<file path="config.mk">
export PLATFORM = sky130hd
export DESIGN_NAME = zigzag_sched
export DESIGN_NICKNAME = d
export VERILOG_FILES = /design/src/rtl/zigzag_sched.sv
export SDC_FILE = /design/constraint.sdc
export NUM_CORES = 1
export LEC_CHECK = 0
export BUFFER_PORTS_ARGS = -buffer_cell sky130_fd_sc_hd__buf_4
export CORE_MARGIN = 2
export CORE_UTILIZATION = 44
export CTS_CLUSTER_SIZE = 30
export DETAILED_ROUTE_END_ITERATION = 10
export GPL_TIMING_DRIVEN = 0
export PLACE_DENSITY = 0.62
export SLEW_MARGIN = 30
export SYNTH_ARGS = -nofsm -noshare
export SYNTH_HDL_FRONTEND = slang
export SYNTH_SLANG_ARGS = --single-unit
</file>
<file path="constraint.sdc">
create_clock -name clk -period 17.6 [get_ports clk]
set_input_delay 1.76 -clock clk [delete_from_list [all_inputs] [get_ports clk]]
set_output_delay 1.76 -clock clk [all_outputs]
set_load 0.01 [all_outputs]
</file>
<file path="src/rtl/zigzag_sched.sv">
// zigzag_sched: sequences an anti-diagonal (zig-zag) walk over a pw x pd bit-serial tile,
// issuing one step per cycle and flagging diagonal/tile boundaries for the AGU and datapath.
module zigzag_sched #(
    parameter int unsigned BPREC = 4,
    parameter int unsigned BLEN  = 16
) (
    input  logic             clk,
    input  logic             clr,
    input  logic             start,
    input  logic [BPREC-1:0] cfg_pw,
    input  logic [BPREC-1:0] cfg_pd,
    input  logic [BLEN-1:0]  cfg_len,
    input  logic             stall,
    output logic             busy,
    output logic             done,
    output logic             err,
    output logic             step,
    output logic [BPREC:0]   diag,
    output logic             diag_last,
    output logic             tile_first,
    output logic             tile_last,
    output logic [BLEN-1:0]  tile_idx
);
    localparam int unsigned W = BPREC + 1;

    typedef enum logic [1:0] {StIdle, StRun, StDone} state_t;

    state_t           state_q, state_d;
    logic [BPREC-1:0] pw_q, pw_d, pd_q, pd_d;
    logic [BLEN-1:0]  len_q, len_d, tile_q, tile_d;
    logic [W-1:0]     c_q, c_d, d_q, d_d;
    logic             err_q, err_d;
    logic [W-1:0]     pw_w, pd_w, d_max, rem, diag_len;
    logic             cfg_ok;

    // Diagonal geometry; pw+pd never exceeds 2^W-2, so W bits hold every term without wrap.
    always_comb begin
        pw_w     = {1'b0, pw_q};
        pd_w     = {1'b0, pd_q};
        d_max    = pw_w + pd_w - W'(2);
        rem      = pw_w + pd_w - W'(1) - d_q;
        diag_len = d_q + W'(1);
        if (pw_w < diag_len) diag_len = pw_w;
        if (pd_w < diag_len) diag_len = pd_w;
        if (rem < diag_len)  diag_len = rem;
    end

    // Outputs and next-state logic.
    always_comb begin
        step       = (state_q == StRun) && !stall;
        diag_last  = step && (c_q == diag_len - W'(1));
        tile_first = step && (c_q == '0) && (d_q == '0);
        tile_last  = diag_last && (d_q == d_max);
        busy       = (state_q != StIdle);
        done       = (state_q == StDone);
        err        = err_q;
        diag       = d_q;
        tile_idx   = tile_q;

        state_d = state_q;
        pw_d    = pw_q;
        pd_d    = pd_q;
        len_d   = len_q;
        c_d     = c_q;
        d_d     = d_q;
        tile_d  = tile_q;
        err_d   = 1'b0;
        cfg_ok  = (cfg_pw != '0) && (cfg_pd != '0);

        unique case (state_q)
            StIdle: begin
                if (start) begin
                    if (!cfg_ok) begin
                        err_d = 1'b1;
                    end else begin
                        pw_d    = cfg_pw;
                        pd_d    = cfg_pd;
                        len_d   = cfg_len;
                        c_d     = '0;
                        d_d     = '0;
                        tile_d  = '0;
                        // An empty job completes immediately without issuing a step.
                        state_d = (cfg_len == '0) ? StDone : StRun;
                    end
                end
            end
            StRun: begin
                if (step) begin
                    if (diag_last) begin
                        c_d = '0;
                        if (tile_last) begin
                            d_d = '0;
                            if (tile_q == len_q - BLEN'(1)) begin
                                state_d = StDone;
                            end else begin
                                tile_d = tile_q + BLEN'(1);
                            end
                        end else begin
                            d_d = d_q + W'(1);
                        end
                    end else begin
                        c_d = c_q + W'(1);
                    end
                end
            end
            StDone: begin
                state_d = StIdle;
            end
            default: begin
                state_d = StIdle;
            end
        endcase
    end

    // State register with synchronous clear.
    always_ff @(posedge clk) begin
        if (clr) begin
            state_q <= StIdle;
            pw_q    <= '0;
            pd_q    <= '0;
            len_q   <= '0;
            c_q     <= '0;
            d_q     <= '0;
            tile_q  <= '0;
            err_q   <= 1'b0;
        end else begin
            state_q <= state_d;
            pw_q    <= pw_d;
            pd_q    <= pd_d;
            len_q   <= len_d;
            c_q     <= c_d;
            d_q     <= d_d;
            tile_q  <= tile_d;
            err_q   <= err_d;
        end
    end

endmodule

</file>
Word level (Yosys, flattened, before mapping)

Cells that the tools add are included.

Equal/unequal tests: 12
Bitwise operators: 2
Order comparisons: 3
Multiplexer cells: 28
Add/sub/neg operators: 9
Reduce and logical (&&, ||, !) cells: 21

Operators with widths:

| operator              | count |
|---|---|
| $mux 16               | 6 |
| $mux 5                | 10 |
| $pmux 16 s2           | 1 |
| $pmux 5 s2            | 2 |
| $add 16x1->16 const B | 1 |
| $eq 16x16->1          | 1 |
| $logic_not 16->1      | 1 |
| $sub 16x1->16 const B | 1 |
| $mux 2                | 7 |
| $ne 2x2->1 const B    | 6 |
| $add 5x1->5 const B   | 2 |
| $eq 5x5->1            | 2 |
| $logic_not 5->1       | 2 |
| $lt 4x5->1            | 2 |
| $sub 5x1->5 const B   | 2 |
| $reduce_bool 4->1     | 2 |
| $reduce_and 7->1      | 1 |
| $logic_and 1x1->1     | 6 |
| $reduce_and 6->1      | 1 |
| $add 4x4->5           | 1 |
| $lt 5x5->1            | 1 |
| $reduce_and 5->1      | 1 |
| $sub 5x2->5 const B   | 1 |
| $sub 5x5->5           | 1 |
| other kinds (12)      | 14 |

Input bits: 28
Output and inout port bits: 28
Register bits after elaboration: 53
Word-level logic and storage cells: 83

Longest topological paths before layout

Gate-level depths: netlist (run 1).

Depth after elaboration: 15
Gate-level depth with buffers: 26
Gate-level depth less buffers: 25

Least setup slack after synthesis (run 1)

Ideal clock, no wire load.

Kind: register to output
Start point: reg d_q[0], in the netlist diag[0]
End point: out tile_last
Stages on the path, launching flop included: 22
Arrival: 5112 ps
Required time: 15840 ps
Path buffers: 0
Path slack: 10728 ps
Cell sequence: dfxtp_1 inv_1 ha_1 inv_1 ha_1 o21a_1 nor3_1 o41ai_4 and2_2 o31ai_2 o21ai_2 mux2i_1 ha_1 a21o_1 a21oi_1 o311ai_2 mux2i_1 mux2_2 nand3_1 or4b_4 a21o_1 nor2_1

Word-level cells in the longest chain between the ends: 11
Elaborated cells between the ends (all ways): 13
Classes of those cells: add/sub (3); order compare (3); eq/ne (2); mux (3); reduce/logical (2)

Ends and longest elaborated chain:

| what                   | line | text |
|---|---|---|
| from (decl)            | 31   | `logic [W-1:0] c_q, c_d, d_q, d_d;` |
| from (signal assigned) | 123  | `d_q <= '0;` |
| from (signal assigned) | 132  | `d_q <= d_d;` |
| $add 5x1->5            | 42   | `diag_len = d_q + W'(1);` |
| $lt 4x5->1             | 43   | `if (pw_w < diag_len) diag_len = pw_w;` |
| $mux 5                 | 43   |  |
| $lt 4x5->1             | 44   | `if (pd_w < diag_len) diag_len = pd_w;` |
| $mux 5                 | 44   |  |
| $lt 5x5->1             | 45   | `if (rem < diag_len) diag_len = rem;` |
| $mux 5                 | 45   |  |
| $sub 5x1->5            | 51   | `diag_last = step && (c_q == diag_len - W'(1));` |
| $eq 5x5->1             | 51   |  |
| $logic_and 1x1->1      | 51   |  |
| $logic_and 1x1->1 (*)  | 53   | `tile_last = diag_last && (d_q == d_max);` |
| to (decl)              | 21   | `output logic tile_last,` |

Every way passes the cells marked *; elsewhere a longest branch is shown, timed or not.

Worst setup path in the final report (run 1)

Start point: reg d_q[0], in the netlist diag[0]
End point: out diag_last

Word-level cells in the longest chain between the ends: 10
Elaborated cells between the ends (all ways): 11
Classes of those cells: add/sub (3); order compare (3); eq/ne (1); mux (3); reduce/logical (1)

Ends and longest elaborated chain:

| what                  | line | text |
|---|---|---|
| $add 5x1->5           | 42   |  |
| $lt 4x5->1            | 43   |  |
| $mux 5                | 43   |  |
| $lt 4x5->1            | 44   |  |
| $mux 5                | 44   |  |
| $lt 5x5->1            | 45   |  |
| $mux 5 (*)            | 45   |  |
| $sub 5x1->5 (*)       | 51   |  |
| $eq 5x5->1 (*)        | 51   |  |
| $logic_and 1x1->1 (*) | 51   |  |
| to (decl)             | 19   | `output logic diag_last,` |

Marked as above.

==> results of run 1 <==
-- placed cells by master (no fill, tap or decap), types with 6 or more instances in the layout --
| cell type | n |
|---|---|
| nand2_1 | 79 |
| a21oi_1 | 54 |
| buf_4 | 54 |
| dfxtp_1 | 53 |
| nor2_1 | 44 |
| inv_1 | 28 |
| mux2i_1 | 21 |
| ha_1 | 21 |
| clkbuf_1 | 19 |
| xnor2_1 | 18 |
| xor2_1 | 16 |
| nand3_1 | 16 |
| nor3_1 | 16 |
| o21ai_0 | 12 |
| nand4_1 | 11 |
| nor4_1 | 11 |
| or3_1 | 11 |
| a21o_1 | 8 |
| o211ai_1 | 8 |
| a31oi_1 | 7 |
| nand2b_1 | 6 |
| clkbuf_8 | 6 |
-- where the power goes --
part / switching (mW) / leakage (nW) / internal (mW)
Clock: 0.0420 / 0.0585 / 0.0465
Combinational: 0.139 / 1.46 / 0.107
Sequential: 0.0125 / 0.431 / 0.127
Total: 0.193 / 1.95 / 0.281
-- layer usage --
metal  track usage [%]  share of wire, %  up-vias
li1                  -                 -     2091
met1              35.5                50     1923
met2              35.9                44      110
met3              2.76               5.5        7
met4              3.85              0.62        0
met5                 0                 0        -
-- cell families after synthesis --
group           synth area share [%]
flops                           25.2
fa+ha+maj                       7.44
xor+xnor                        7.65
mux                             6.43
compound gates                  21.6
buf+inv                         5.39
other cells                   0.0892
simple gates                    26.2
-- worst reg2reg max path: cells and delay by family, from the launching register on --
family	cells	cell delay (ns)
adder cells (fa/ha/maj)	3	0.75
AO/OA/AOI/OAI	9	2.78
AND/OR/NAND/NOR	6	1.69
buffers and inverters	1	0.11
flip-flops	1	0.53
multiplexers	3	0.64
XOR/XNOR	1	0.14
-- area by class of cell --
cell class                 count  area [sq um]  share of cell area, %
inverter                      28           105                   2.15
multi-input combinational    442          2920                   59.7
clock buffer                   7          86.3                   1.76
sequential                    53          1060                   21.7
clock inverter                 1          30.0                  0.614
buffer                        24           121                   2.48
timing repair buffer          54           405                   8.28
tap                          129           161                   3.30
-- path summary, 6_finish.rpt --
kind	start	end	slack [ns]
worst max-delay path	diag[0]	diag_last	9.24
worst min-delay path	len_q[15]	len_q[15]	0.48
worst max register to register	diag[0]	tile_idx[7]	10.87
worst min register to register	len_q[15]	len_q[15]	0.48
-- flip-flops by register name, summed over array words and instances (netlist names) --
signal	flops
tile_idx	16
pw_q	4
diag	5
err	1
pd_q	4
len_q	16
c_q	5
state_q	2
-- stage by stage --
step	hold slack [ns]	instances	power (mW)
CTS	0.480	738	0.473
finish	0.476	738	0.474
global placement	0.461	730	0.377
floorplan	0.450	547	0.330
detailed placement	0.467	730	0.385
global route	0.514	738	0.508
==> impl_metrics.toml, run 1 <==
[status]
status = "complete, no violations"

[timing]
postLayoutSetupSlackWorst_ns = 9.24
tightestPinTransition_ns = 0.736
setup_viol = 0
rsz0062_at_grt = "false"
fmax_ghz = 0.120
fin_crit_ns = 8.36
skew_ns = 0.00696
slew_violations = 0
tns_ns = 0
post-route-period-util_pct = 47.5
maxSlewHeadroom_pct = 50.2
finalHoldViolCount = 0

[power]
max-vdd-ir-drop_mv = 0.0360
p_leak_nw = 1.95
p_per_area_nw_per_um2 = 96.8

[drt]
drc = 0
first_iter_violations = 247
dr.pass1.iters = 5
routedWlPerCell_microns = 16.2
vias = 4131
postRouteAntennaNets = 0
wl_microns = 12000
drt-vias-per-instance = 5.60

[synthesis]
synth_area_per_cell_sq_um = 7.69
synth_area_leader_cell = "dfxtp_1"
synth_most_common_cell = "nand2_1"
syn_nets = 598
syn_area_sq_um = 4200
ys_async_sr_fraction_pct = 0
synth_ff_type = "dfxtp_1"
synth_edf_count = 0
ys_seq_elements = 53
yosys_warnings = 0
syn_inst = 547
synth_area_leaders = "dfxtp_1, nand2_1, a21oi_1"
ys_types = 69
synth_top_area_share_pct = 25.2
seq_area_frac_synth_pct = 25.2
netlist_top_cells_count = "nand2_1, a21oi_1, dfxtp_1, nor2_1, inv_1"

[worst_setup_path]
crit_buf_inv = 3
path_class = "flop to output port"
crit_fanout = 10
cp_slowest_cell = "dfxtp_1"
slowest_delay_ns = 0.53
cp_top_family = "compound AO/OA/AOI/OAI gates"
cp_num_cells = 23
endpoint_kind = "output port"
crit_path_cell_trace = "ha_1, nand3_1, and2_1, nor2_1, a21boi_0, inv_1, ha_1, nand3_1, o21ai_0, o31ai_1, o21ai_2, mux2i_1, ha_1, a21o_1, a21oi_1, o311ai_2, nand2b_1, mux2i_1, xor2_1, mux2i_1, a21o_1, inv_1, buf_4"
worstPathRequired_ns = 15.84
critPathLaunchType = "flop"
crit_arrival_ns = 6.60
worstRegToRegCells = 23

[floorplanning]
io_pins = 56
initial_core_util_pct = 45.5
placementRows = 35
core_area_sq_um = 9240
fp.dieW_microns = 102
die_area_sq_um = 10400
die_height_microns = 102

[job]
max_cap_violations = 0

[min_path]
hp-class = "flop to flop"
holdPathStages = 2

[global_route]
grt_max_degree = 16
gr-total-overflow = 0
grt_pass1_wl_microns = 19000
grt_pass1_vias = 3678
grt_antenna_before_repair = 0
grt.total_usage_pct = 23.4

[clock_tree]
clk_latency_ns = 0.31
clkTransAtPathRegs_ns = 0.10
postCtsSetupBuffers = 0
cts.path.max_buffers = 2
hold_buffers = 0
cts_tree = "built"
cts_root_buffer = "clkbuf_8"
htree_levels = 2
numCtsBuffers = 5
postCtsResizedCells = 0
cts_num_sinks = 53

[placed_design]
port_buffers = 54
place_hpwl_microns = 9600
dpl_cell_area_sq_um = 4770
place.gp.congestion = 0.919
dp_slack_ns = 9.66

[final_layout]
drive_gt1_share_pct = 14.9
fin_area_sq_um = 4890
nNetsFinal = 659
area_growth_pct = 16.4
nFillCells = 927
diodes = 0
final_util_pct = 53.0
No activity file was read; power rests on OpenSTA's default activity.
==> run 2: changes to the inputs <==
--- a/config.mk
+++ b/config.mk
@@ -11,7 +11,7 @@
 export CTS_CLUSTER_SIZE = 30
 export DETAILED_ROUTE_END_ITERATION = 10
 export GPL_TIMING_DRIVEN = 0
-export PLACE_DENSITY = 0.62
+export PLACE_DENSITY = 0.64
 export SLEW_MARGIN = 30
 export SYNTH_ARGS = -nofsm -noshare
 export SYNTH_HDL_FRONTEND = slang
==> constraint.sdc (replaced) <==
create_clock -name clk -period 7.64 [get_ports clk]
set_input_delay 0.764 -clock clk [delete_from_list [all_inputs] [get_ports clk]]
set_output_delay 0.764 -clock clk [all_outputs]
set_load 0.01 [all_outputs]
==> run 2 against run 1 <==
  * Sequential share of layout area hardly changed
  * Final area is 0.13% lower
  * Global-route usage is 0.29 points higher
  * Clock power is 120% higher
  * Via count is 1.7% higher
  * Core utilization is 0.068 points lower
  * Worst hold slack better by 0.017 ns
  * Count of clock-buffer cells in the layout is 2 lower
  * Sequential power is 130% higher
  * Critical path type unchanged
  * Largest power group unchanged
==> impl_metrics.toml, run 2 (synthesis results as in run 1) <==
[placed_design]
placed_cells = 730
place.gp.congestion = 0.865
place_hpwl_microns = 9650
port_buffers = 54

[clock_tree]
htree_levels = 2
clk_latency_ns = 0.31
numCtsBuffers = 5
cts_num_sinks = 53
clkTransAtPathRegs_ns = 0.09
cts_tree = "built"
cts.path.max_buffers = 2
postCtsSetupBuffers = 0
cts_root_buffer = "clkbuf_8"
hold_buffers = 0

[drt]
postRouteAntennaNets = 0
drc = 0
drt-vias-per-instance = 5.70
vias = 4201
dr.pass1.iters = 5
wl_microns = 12100
routedWlPerCell_microns = 16.4
first_iter_violations = 204

[floorplanning]
placementRows = 35
initial_core_util_pct = 45.5
io_pins = 56
core_area_sq_um = 9240
die_height_microns = 102
fp.dieW_microns = 102
die_area_sq_um = 10400

[power]
switchingPower_uw = 446
p_per_area_nw_per_um2 = 222
p_comb_share_pct = 52.3
p_leak_nw = 1.95
p_seq_share_pct = 29.8
clock_power_share_pct = 18.0
intPower_uw = 637
max-vdd-ir-drop_mv = 0.131
p_sw_share_pct = 41.2

[global_route]
grt_pass1_vias = 3782
grt_max_degree = 17
grt_antenna_before_repair = 0
grt.total_usage_pct = 23.7
gr-total-overflow = 0
grt_pass1_wl_microns = 19300

[timing]
tns_ns = 0
slew_violations = 0
maxSlewHeadroom_pct = 55.6
fmax_ghz = 0.140
skew_ns = 0.0114
tightestPinTransition_ns = 0.663
setup_viol = 0
finalHoldViolCount = 0
rsz0062_at_grt = "false"
post-route-period-util_pct = 93.6
fin_crit_ns = 7.15

[min_path]
hp-class = "flop to flop"

[worst_setup_path]
cp_slowest_cell = "o41ai_4"
critPathLaunchType = "flop"
worstRegToRegCells = 22
crit_buf_inv = 4
crit_arrival_ns = 6.39
crit_path_start = "diag[0]"
reg2reg_slack_ns = 1.15
worstPathRequired_ns = 6.88
crit_fanout = 9
crit_path_cell_trace = "inv_1, ha_1, inv_1, ha_1, o21a_1, nor3_1, o41ai_4, and2_2, o31ai_2, o21ai_2, mux2i_1, ha_1, a21o_1, a21oi_1, o311ai_2, nand2b_1, mux2i_1, xor2_1, or4b_4, a21o_1, inv_1, buf_4"
path_class = "flop to output port"
slowest_delay_ns = 0.58
cp_num_cells = 22
cp_top_family = "compound AO/OA/AOI/OAI gates"
r2r-start = "diag[0]"
r2r-end = "tile_idx[7]"
worstSetupEndpoint = "diag_last"
endpoint_kind = "output port"

[status]
status = "complete, no violations"

[job]
max_cap_violations = 0

[final_layout]
nNetsFinal = 659
fin_cells = 737
area_growth_pct = 16.3
layout_commonest_cell = "nand2_1"
final_util_pct = 52.9
drive_gt1_share_pct = 15.1
diodes = 0
layout_common_cells = "nand2_1, a21oi_1, buf_4"
==> run 2: changes by cell type in the layout (fill, tap and decap cells not counted) <==
cell,change
inv_6,+1
nor2_1,-1
clkbuf_8,-1
clkbuf_1,-1
nor2_2,+1
==> run 2: per-stage QoR <==
| step | worst slack (ns) | hold WS, ns | total power [mW] | cell area, sq um |
|---|---|---|---|---|
| 2_1_floorplan | 1.76 | 0.450 | 0.760 | 4200 |
| 4_1_cts | 0.369 | 0.499 | 1.09 | 4880 |
| 5_1_grt | 0.0131 | 0.527 | 1.16 | 4890 |
| 6_report | 0.489 | 0.493 | 1.08 | 4890 |
| 3_5_place_dp | 0.741 | 0.486 | 0.891 | 4770 |
| 3_3_place_gp | 0.798 | 0.479 | 0.874 | 4770 |
==> run 2: repair_timing <==
action	4_1_cts	5_1_grt
resized for setup	0	1
hold endpoints to repair	0	0
setup endpoints to repair	0	2
==> run 2: power by group through the flow <==
stage | sequential [mW] | clock, mW | combinational [mW]
after floorplan | 0.319 | 0 | 0.441
after global placement | 0.328 | 0 | 0.546
after detailed placement | 0.328 | 0 | 0.562
after CTS | 0.322 | 0.200 | 0.564
after global routing | 0.325 | 0.210 | 0.623
final | 0.322 | 0.195 | 0.566
==> run 2: worst min-delay path by stage <==
stage,startpoint,end,slack [ns],cells past startpoint
after detailed placement,len_q[11],len_q[11],0.49,2
after floorplan,len_q[15],len_q[15],0.45,2
after global placement,len_q[11],len_q[11],0.48,2
after global routing,len_q[11],len_q[11],0.53,2
after CTS,len_q[11],len_q[11],0.50,2
final,len_q[11],len_q[11],0.49,2
==> run 2: layout make-up <==
| type | instances | area [sq um] |
|---|---|---|
| timing repair buffer | 54 | 405 |
| clock buffer | 5 | 68.8 |
| sequential | 53 | 1060 |
| fill | 923 | 4350 |
| clock inverter | 2 | 38.8 |
| tap | 129 | 161 |
| buffer | 24 | 121 |
| multi-input combinational | 442 | 2930 |
| inverter | 28 | 105 |
==> run 2: per-layer routing <==
metal	global-route usage, %	share of wire, %
met3	2.62	4.5
met2	38.3	46
met1	34.5	49
met5	0	0
met4	3.74	0.78
==> run 2: worst reg2reg max path, cell delays in order, from the launching register on <==
cell,delay (ns)
dfxtp_1,0.52
inv_1,0.20
ha_1,0.42
inv_1,0.12
ha_1,0.29
o21a_1,0.13
nor3_1,0.07
o41ai_4,0.58
and2_2,0.31
o31ai_2,0.08
o21ai_2,0.42
mux2i_1,0.25
ha_1,0.27
a21o_1,0.18
a21oi_1,0.28
o311ai_2,0.25
nand2b_1,0.20
mux2i_1,0.22
xor2_1,0.14
or4b_4,0.57
a2111oi_1,0.55
o211ai_1,0.17
mux2i_1,0.15
